File: src/rtl/timer_responder_if.sv
// timer_responder_if: CPU-side load/store bus of the interval timer.
//   addr  word select (CPU address bits [3:2])
//   we    store strobe
//   din   store data
//   dout  load data, driven by the timer
//   irq   interrupt request, driven by the timer
// master = CPU side, slave = timer side.
interface timer_responder_if;
  logic [1:0]  addr;
  logic        we;
  logic [31:0] din;
  logic [31:0] dout;
  logic        irq;

  modport master (output addr, output we, output din, input dout, input irq);
  modport slave  (input addr, input we, input din, output dout, output irq);
endinterface

File: src/rtl/timer_responder.sv
// timer_responder: memory-mapped down-counting interval timer.
// Word map: 0=CTRL {IM, Mode[1:0], En}, 1=PRESET, 2=COUNT (read-only), 3=reserved.
// Ports:
//   clk    system clock, all state updates on its rising edge
//   reset  synchronous active-high reset
//   bus    timer_responder_if.slave (addr, we, din in; dout, irq out)
// Loads are zero latency (dout is combinational from addr); irq = int_flag & IM.
module timer_responder (
  input  logic                 clk,
  input  logic                 reset,
  timer_responder_if.slave     bus
);

  typedef enum logic [1:0] {
    IDLE = 2'd0,
    LOAD = 2'd1,
    CNT  = 2'd2,
    INT  = 2'd3
  } state_t;

  state_t      state_r, state_s;
  logic [3:0]  ctrl_r, ctrl_s;
  logic [31:0] preset_r, preset_s;
  logic [31:0] count_r, count_s;
  logic        int_flag_r, int_flag_s;
  logic        flag_set_s;
  logic        wr_ctrl_s;
  logic        wr_preset_s;

  assign wr_ctrl_s   = bus.we && (bus.addr == 2'd0);
  assign wr_preset_s = bus.we && (bus.addr == 2'd1);

  // Next-state logic: FSM first, then CPU stores, so a CTRL store overrides the FSM's En clear.
  always_comb begin
    state_s    = state_r;
    ctrl_s     = ctrl_r;
    preset_s   = preset_r;
    count_s    = count_r;
    int_flag_s = int_flag_r;
    flag_set_s = 1'b0;

    case (state_r)
      IDLE: begin
        if (ctrl_r[0]) begin
          state_s = LOAD;
        end else begin
          state_s = IDLE;
        end
      end
      LOAD: begin
        count_s = preset_r;
        state_s = CNT;
      end
      CNT: begin
        if (!ctrl_r[0]) begin
          state_s = IDLE;
        end else if (count_r > 32'd1) begin
          count_s = count_r - 32'd1;
        end else begin
          // count of 0 or 1 both terminate, so preset=0 acts like preset=1
          count_s    = 32'd0;
          int_flag_s = 1'b1;
          flag_set_s = 1'b1;
          state_s    = INT;
        end
      end
      INT: begin
        if (ctrl_r[2:1] == 2'd1) begin
          int_flag_s = 1'b0;
          state_s    = LOAD;
        end else begin
          ctrl_s[0] = 1'b0;
          state_s   = IDLE;
        end
      end
      default: begin
        state_s = IDLE;
      end
    endcase

    if (wr_ctrl_s) begin
      ctrl_s = bus.din[3:0];
      // a fresh terminal count in this same cycle must not be lost
      if (bus.din[0] && !flag_set_s) begin
        int_flag_s = 1'b0;
      end else begin
        int_flag_s = int_flag_s;
      end
    end else begin
      ctrl_s = ctrl_s;
    end

    if (wr_preset_s) begin
      preset_s = bus.din;
    end else begin
      preset_s = preset_r;
    end
  end

  // State and register update with synchronous reset.
  always_ff @(posedge clk) begin
    if (reset) begin
      state_r    <= IDLE;
      ctrl_r     <= 4'd0;
      preset_r   <= 32'd0;
      count_r    <= 32'd0;
      int_flag_r <= 1'b0;
    end else begin
      state_r    <= state_s;
      ctrl_r     <= ctrl_s;
      preset_r   <= preset_s;
      count_r    <= count_s;
      int_flag_r <= int_flag_s;
    end
  end

  // Zero-latency load data mux.
  always_comb begin
    case (bus.addr)
      2'd0:    bus.dout = {28'd0, ctrl_r};
      2'd1:    bus.dout = preset_r;
      2'd2:    bus.dout = count_r;
      default: bus.dout = 32'd0;
    endcase
  end

  assign bus.irq = int_flag_r & ctrl_r[3];

endmodule
File: src/flat_wrapper.sv
// flat-port wrapper written by rule: the top's interface ports become plain ports
module timer_responder_flat 
  (clk, reset, bus_addr, bus_we, bus_din, bus_dout, bus_irq);
  timer_responder_if bus_i ();
  input  logic clk;
  input  logic reset;
  input wire logic [$bits(bus_i.addr)-1:0] bus_addr;
  input wire logic [$bits(bus_i.we)-1:0] bus_we;
  input wire logic [$bits(bus_i.din)-1:0] bus_din;
  output wire logic [$bits(bus_i.dout)-1:0] bus_dout;
  output wire logic [$bits(bus_i.irq)-1:0] bus_irq;
  assign bus_i.addr = bus_addr;
  assign bus_i.we = bus_we;
  assign bus_i.din = bus_din;
  assign bus_dout = bus_i.dout;
  assign bus_irq = bus_i.irq;
  timer_responder u_core (.clk(clk), .reset(reset), .bus(bus_i));
endmodule
File: config.mk
export PLATFORM = sky130hd
export DESIGN_NAME = timer_responder_flat
export DESIGN_NICKNAME = d
export VERILOG_FILES = /design/src/rtl/timer_responder_if.sv /design/src/rtl/timer_responder.sv /design/src/flat_wrapper.sv
export SDC_FILE = /design/constraint.sdc
export NUM_CORES = 1
export LEC_CHECK = 0
export CAP_MARGIN = 20
export CORE_MARGIN = 3
export CORE_UTILIZATION = 53
export CTS_BUF_LIST = sky130_fd_sc_hd__clkbuf_4 sky130_fd_sc_hd__clkbuf_8 sky130_fd_sc_hd__clkbuf_16
export CTS_CLUSTER_DIAMETER = 40
export DETAILED_ROUTE_END_ITERATION = 10
export MAX_ROUTING_LAYER = met4
export PLACE_DENSITY = 0.83
export RECOVER_POWER = 100
export SYNTH_ARGS = -nofsm -noshare
export SYNTH_HDL_FRONTEND = slang
export SYNTH_SLANG_ARGS = --single-unit
File: constraint.sdc
create_clock -name clk -period 2.6 [get_ports clk]
set_input_delay 0.52 -clock clk [delete_from_list [all_inputs] [get_ports clk]]
set_output_delay 0.52 -clock clk [all_outputs]
set_load 0.05 [all_outputs]
Word-level counts from Yosys, hierarchy flattened
Cells that the tools add are included.

operators by class
  equality and inequality tests = 9
  bitwise gates (word level) = 1
  reductions and logical operators = 10
  muxes and demuxes = 21
  add/subtract/negate cells = 1
  $lt $le $gt $ge = 1

operator list
  operator                                                               count
  32-bit one-hot mux with 3 select lines                                 1
  32-bit 2-to-1 mux                                                      2
  32-bit one-hot mux with 2 select lines                                 1
  32-bit by 1-bit > comparator with 1-bit output, second input constant  1
  32-bit by 1-bit subtractor with 32-bit output, second input constant   1
  1-bit 2-to-1 mux                                                       13
  2-bit one-hot mux with 4 select lines                                  1
  2-bit by 1-bit equality test with 1-bit output, second input constant  3
  2-bit equality test, second input constant                             3
  2-bit logical NOT                                                      2
  2-bit 2-to-1 mux                                                       2
  2-bit by 1-bit != test with 1-bit output, second input constant        2
  2-bit AND reduction                                                    2
  2-bit nonzero test                                                     2
  1-bit logical AND                                                      3
  3-bit != test, second input constant                                   1
  1-bit one-hot mux with 2 select lines                                  1
  1-bit AND                                                              1
  1-bit logical NOT                                                      1

word-level totals
  flip-flop bits (word level) = 71
  bits of input ports = 37
  output and inout bits = 33
  logic and storage cells = 49

Depth between registers and ports, before layout
  depth in word-level cells = 8
  mapped depth = 8
  depth with buffers taken out = 7

Least setup slack after synthesis
Ideal clock, no wire load.

  path kind = input port to output port
  start point = input port bus_addr[1]
  end point = output port bus_dout[10]
  stages on the path = 5
  path slack = 0.078 ns
  arrival time = 2.002 ns
  path buffers = 3
  required time = 2.080 ns
  cell sequence = clkbuf_1 -> nor2b_1 -> clkbuf_1 -> buf_1 -> a22o_1

between the ends
  word-level cells in the longest chain between the ends = 2
  elaborated cells between the ends (all ways) = 4
  classes of those cells = eq/ne: 2; mux: 1; reduce/logical: 1

RTL lines
  element                                      RTL line                source
  start: declaration                           flat_wrapper.sv:7       input wire logic [$bits(bus_i.addr)-1:0] bus_addr;
  2-bit equality test (tied with other cells)  timer_responder.sv:119  case (bus.addr)
  32-bit one-hot mux with 3 select lines (*)   timer_responder.sv:119
  end: declaration                             flat_wrapper.sv:10      output wire logic [$bits(bus_i.dout)-1:0] bus_dout;

Mark *: on every way between the ends. The rest lies on a longest branch, timed or not.

Final worst setup path
  start point = input port bus_addr[1]
  end point = output port bus_dout[27]

Same word-level chain as after synthesis.

==> flow_metrics.env <==
export IMPL_cts_root_buf="clkbuf_8"
export IMPL_grt_pass1_vias=4061
export IMPL_globalplace_congestion=0.902
export IMPL_grt_max_degree=33
export IMPL_routed_via_count=4421
export IMPL_dp_hpwl_um=8730
export IMPL_fp_dieH_um=93.3
export IMPL_ant_nets=0
export IMPL_cp_cell_sequence="clkdlybuf4s50_1 -> nor2b_1 -> buf_12 -> a22o_1 -> buf_2"
export IMPL_numCtsBuffers=9
export IMPL_io_pin_count=70
export IMPL_multi_input_area_um2=2370
export IMPL_cts_tree="done"
export IMPL_grt_pass1_wl_um=20300
export IMPL_area_delta_synth_final_pct=22.6
export IMPL_synth_mux_area_fraction_pct=2.73
export IMPL_ys_warn_count=0
export IMPL_clockPowerShare_pct=37.0
export IMPL_cts_path_max_buffers=2
export IMPL_hold_path_depth=2
export IMPL_antenna_found_initial=0
export IMPL_synth_top_family_by_area="compound AO/OA/AOI/OAI gates"
export IMPL_synth_xor_area_share_pct=0.867
export IMPL_min_period_ns=2.51
export IMPL_postLayoutCoreUtil_pct=67.6
export IMPL_fin_worst_skew_ns=0.0135
export IMPL_ys_seq_area_share_pct=35.2
export IMPL_p_sw_uw=811
export IMPL_placementRows=31
export IMPL_dieArea_um2=8710
export IMPL_wl_per_cell_um=18.3
export IMPL_powerDensity_nw_per_um2=524
export IMPL_drtIter0Drc=390
export IMPL_initial_utilization_pct=55.1
export IMPL_layout_nets=622
export IMPL_synthCells=526
export IMPL_hold_violations=0
export IMPL_grt_overflow=0
export IMPL_viasPerCell=6.44
export IMPL_tightest_slew_ns=0.677
export IMPL_report_final_setup_viol=0
export IMPL_ir_worst_vdd_mv=0.363
export IMPL_synthesis_nets=565
export IMPL_report_final_slew_viol_count=0
export IMPL_endpoint_kind="output pin"
export IMPL_max_cap_violations=0
export IMPL_critPathMaxFanout=28
export IMPL_htree_levels=3
export IMPL_ys_types=53
export IMPL_synthArstFlopShare_pct=0
export IMPL_drive_gt1_share_pct=13.8
export IMPL_synth_compound_area_share_pct=31.6
export IMPL_portBuffers=69
export IMPL_cpPeakStageDelay_ns=0.53
export IMPL_status="finished, final reports clean"
export IMPL_pwr_share_seq_pct=44.4
export IMPL_totalPowerFinal_uw=2600
export IMPL_max_freq_ghz=0.398
export IMPL_cp_required_ns=2.08
export IMPL_rsz0062_at_grt="no"
export IMPL_hold_class="flip-flop to flip-flop"
export IMPL_worstPathArrival_ns=1.99
export IMPL_place_inst=671
export IMPL_layout_area_seq_um2=1420
export IMPL_critPathLaunchType="primary input"
export IMPL_core_area_um2=7330
export IMPL_comb_power_share_pct=18.6
export IMPL_place_ws_ns=0.183
export IMPL_avgSynthCellArea_um2=7.68
export IMPL_cpMaxStageDelayCell="clkdlybuf4s50_1"
export IMPL_layout_cells_non_filler=687
export IMPL_die_w_um=93.3
export IMPL_n_antenna_cell=0
export IMPL_clock_sinks=71
export IMPL_clk_latency_ns=0.37
export IMPL_wl_um=12600
export IMPL_crit_type="primary input to output pin"
export IMPL_synth_edf_count=0
export IMPL_drcViolationCount=0
export IMPL_dr_pass1_iters=5
export IMPL_period_share_pct=96.7
export IMPL_synth_adder_area_share_pct=0.619
export IMPL_worstRegToRegCells=5
export IMPL_ys_ff_latch=71
export IMPL_fillers=593
export IMPL_tns_ns=0
export IMPL_synth_flop_cell="dfxtp_1"
export IMPL_synth_simple_gate_area_share_pct=23.3
export IMPL_intPower_uw=1790
export IMPL_grt_use_total_pct=30.1
export IMPL_p_sw_share_pct=31.2
export IMPL_leakage_uw=0.00183
export IMPL_syn_area_um2=4040
export IMPL_fin_ws_ns=0.0854
export IMPL_max_slew_margin_pct=54.9
export IMPL_path_clk_slew_ns=0.08
[layer usage]
layer,vias up,wire [um],global-route usage (%)
li1,2057,-,-
met1,2072,5350,40.5
met2,247,5670,44.9
met3,45,1230,7.00
met4,0,331,9.40
met5,-,0,-
[worst max-delay path: cells and delay by family]
| family | cells | cell delay (ns) |
|---|---|---|
| AOI/OAI and AO/OA | 1 | 0.18 |
| buffers and inverters | 3 | 1.02 |
| and+or+nand+nor | 1 | 0.25 |
[logic make-up after synthesis]
family | count (synthesis)
xor+xnor | 4
buf+inv | 55
compound gates | 196
fa+ha+maj | 2
flops | 71
simple gates | 187
mux | 11
[path summary, 6_finish.rpt]
path | from | end | slack, ns
worst min-delay path | u_core.preset_r[10]$_SDFFE_PP0P_ | u_core.preset_r[10]$_SDFFE_PP0P_ | 0.48
worst min register to register | u_core.preset_r[10]$_SDFFE_PP0P_ | u_core.preset_r[10]$_SDFFE_PP0P_ | 0.48
worst max register to register | u_core.count_r[19]$_SDFFE_PP0P_ | u_core.state_r[0]$_SDFFE_PP0P_ | 0.17
worst max-delay path | bus_addr[1] | bus_dout[27] | 0.09
[metrics by stage]
| step | hold WS, ns | instance area, um2 |
|---|---|---|
| final | 0.480 | 4950 |
| after global placement | 0.461 | 5160 |
| after global routing | 0.502 | 4950 |
| after detailed placement | 0.465 | 5160 |
| after CTS | 0.477 | 5380 |
| after floorplan | 0.439 | 4040 |
[synth_stat cells (all sizes together), types with 2 or more instances]
library cell   n  area share (%)
nor2b          3            0.46
mux2i         11             2.7
nor4          14             3.4
or4            6             1.3
o32ai          3            0.65
clkbuf        36             3.3
and2           3            0.46
o31a           5             1.1
a22o          28             6.1
a21oi         61             7.6
nor3          12             1.5
and3           2            0.31
nand2         94             8.7
a211oi        21             3.9
nand4          5            0.77
a31o           2            0.43
inv            9            0.84
o41ai          2            0.43
nand3          8             1.1
ha             2            0.62
xnor2          4            0.87
o31ai          8             1.5
nor3b          2            0.50
a211o          3            0.65
o21a           4            0.74
nor2          21             2.0
a31oi          2            0.31
or3            5            0.77
o21ai         45             5.6
nand2b         5            0.77
buf           10             1.5
a221oi         6             1.5
or2            3            0.46
dfxtp         71              35
[layout make-up]
cell class	count	area share, %
Inverter	9	0.682
Sequential cell	71	28.7
Multi-Input combinational cell	400	47.9
Timing Repair Buffer	92	15.9
Clock inverter	6	1.49
Clock buffer	10	2.78
Tap cell	99	2.50
[state kept, by name (all words and copies together) (netlist names)]
register           count
u_core.count_r        32
u_core.preset_r       32
u_core.ctrl_r          4
u_core.state_r         2
u_core.int_flag_r      1
[repair_timing]
item,4_1_cts,5_1_grt
endpoints found under the setup margin,0,2
hold buffers,0,0
resized for setup,0,1
buffers inserted,0,0
[power groups by stage]
| stage | registers (uW) | logic (uW) | clock network, uW |
|---|---|---|---|
| 2_1_floorplan | 1160 | 332 | 0 |
| 4_1_cts | 1150 | 517 | 957 |
| 3_3_place_gp | 1170 | 495 | 0 |
| 6_report | 1150 | 484 | 961 |
| 5_1_grt | 1160 | 519 | 1010 |
| 3_5_place_dp | 1180 | 512 | 0 |
[layout by cell type, fill, tap and decap left out, types with 5 or more instances in the layout]
cell,synthesis,final
a211oi_1,21,21
a21oi_1,61,61
a221oi_1,5,5
a22o_1,28,28
buf_12,0,8
buf_4,0,14
clkbuf_1,36,5
clkbuf_2,0,27
clkbuf_8,0,10
clkdlybuf4s50_1,0,35
dfxtp_1,71,71
inv_1,9,9
mux2i_1,11,11
nand2_1,94,94
nand2b_1,5,5
nand3_1,7,8
nand4_1,5,5
nor2_1,21,21
nor3_1,12,12
nor4_1,9,12
o21ai_0,41,42
o31a_1,5,5
o31ai_1,8,8
or3_1,5,5
Note: power is estimated with default switching activity, not from simulation.
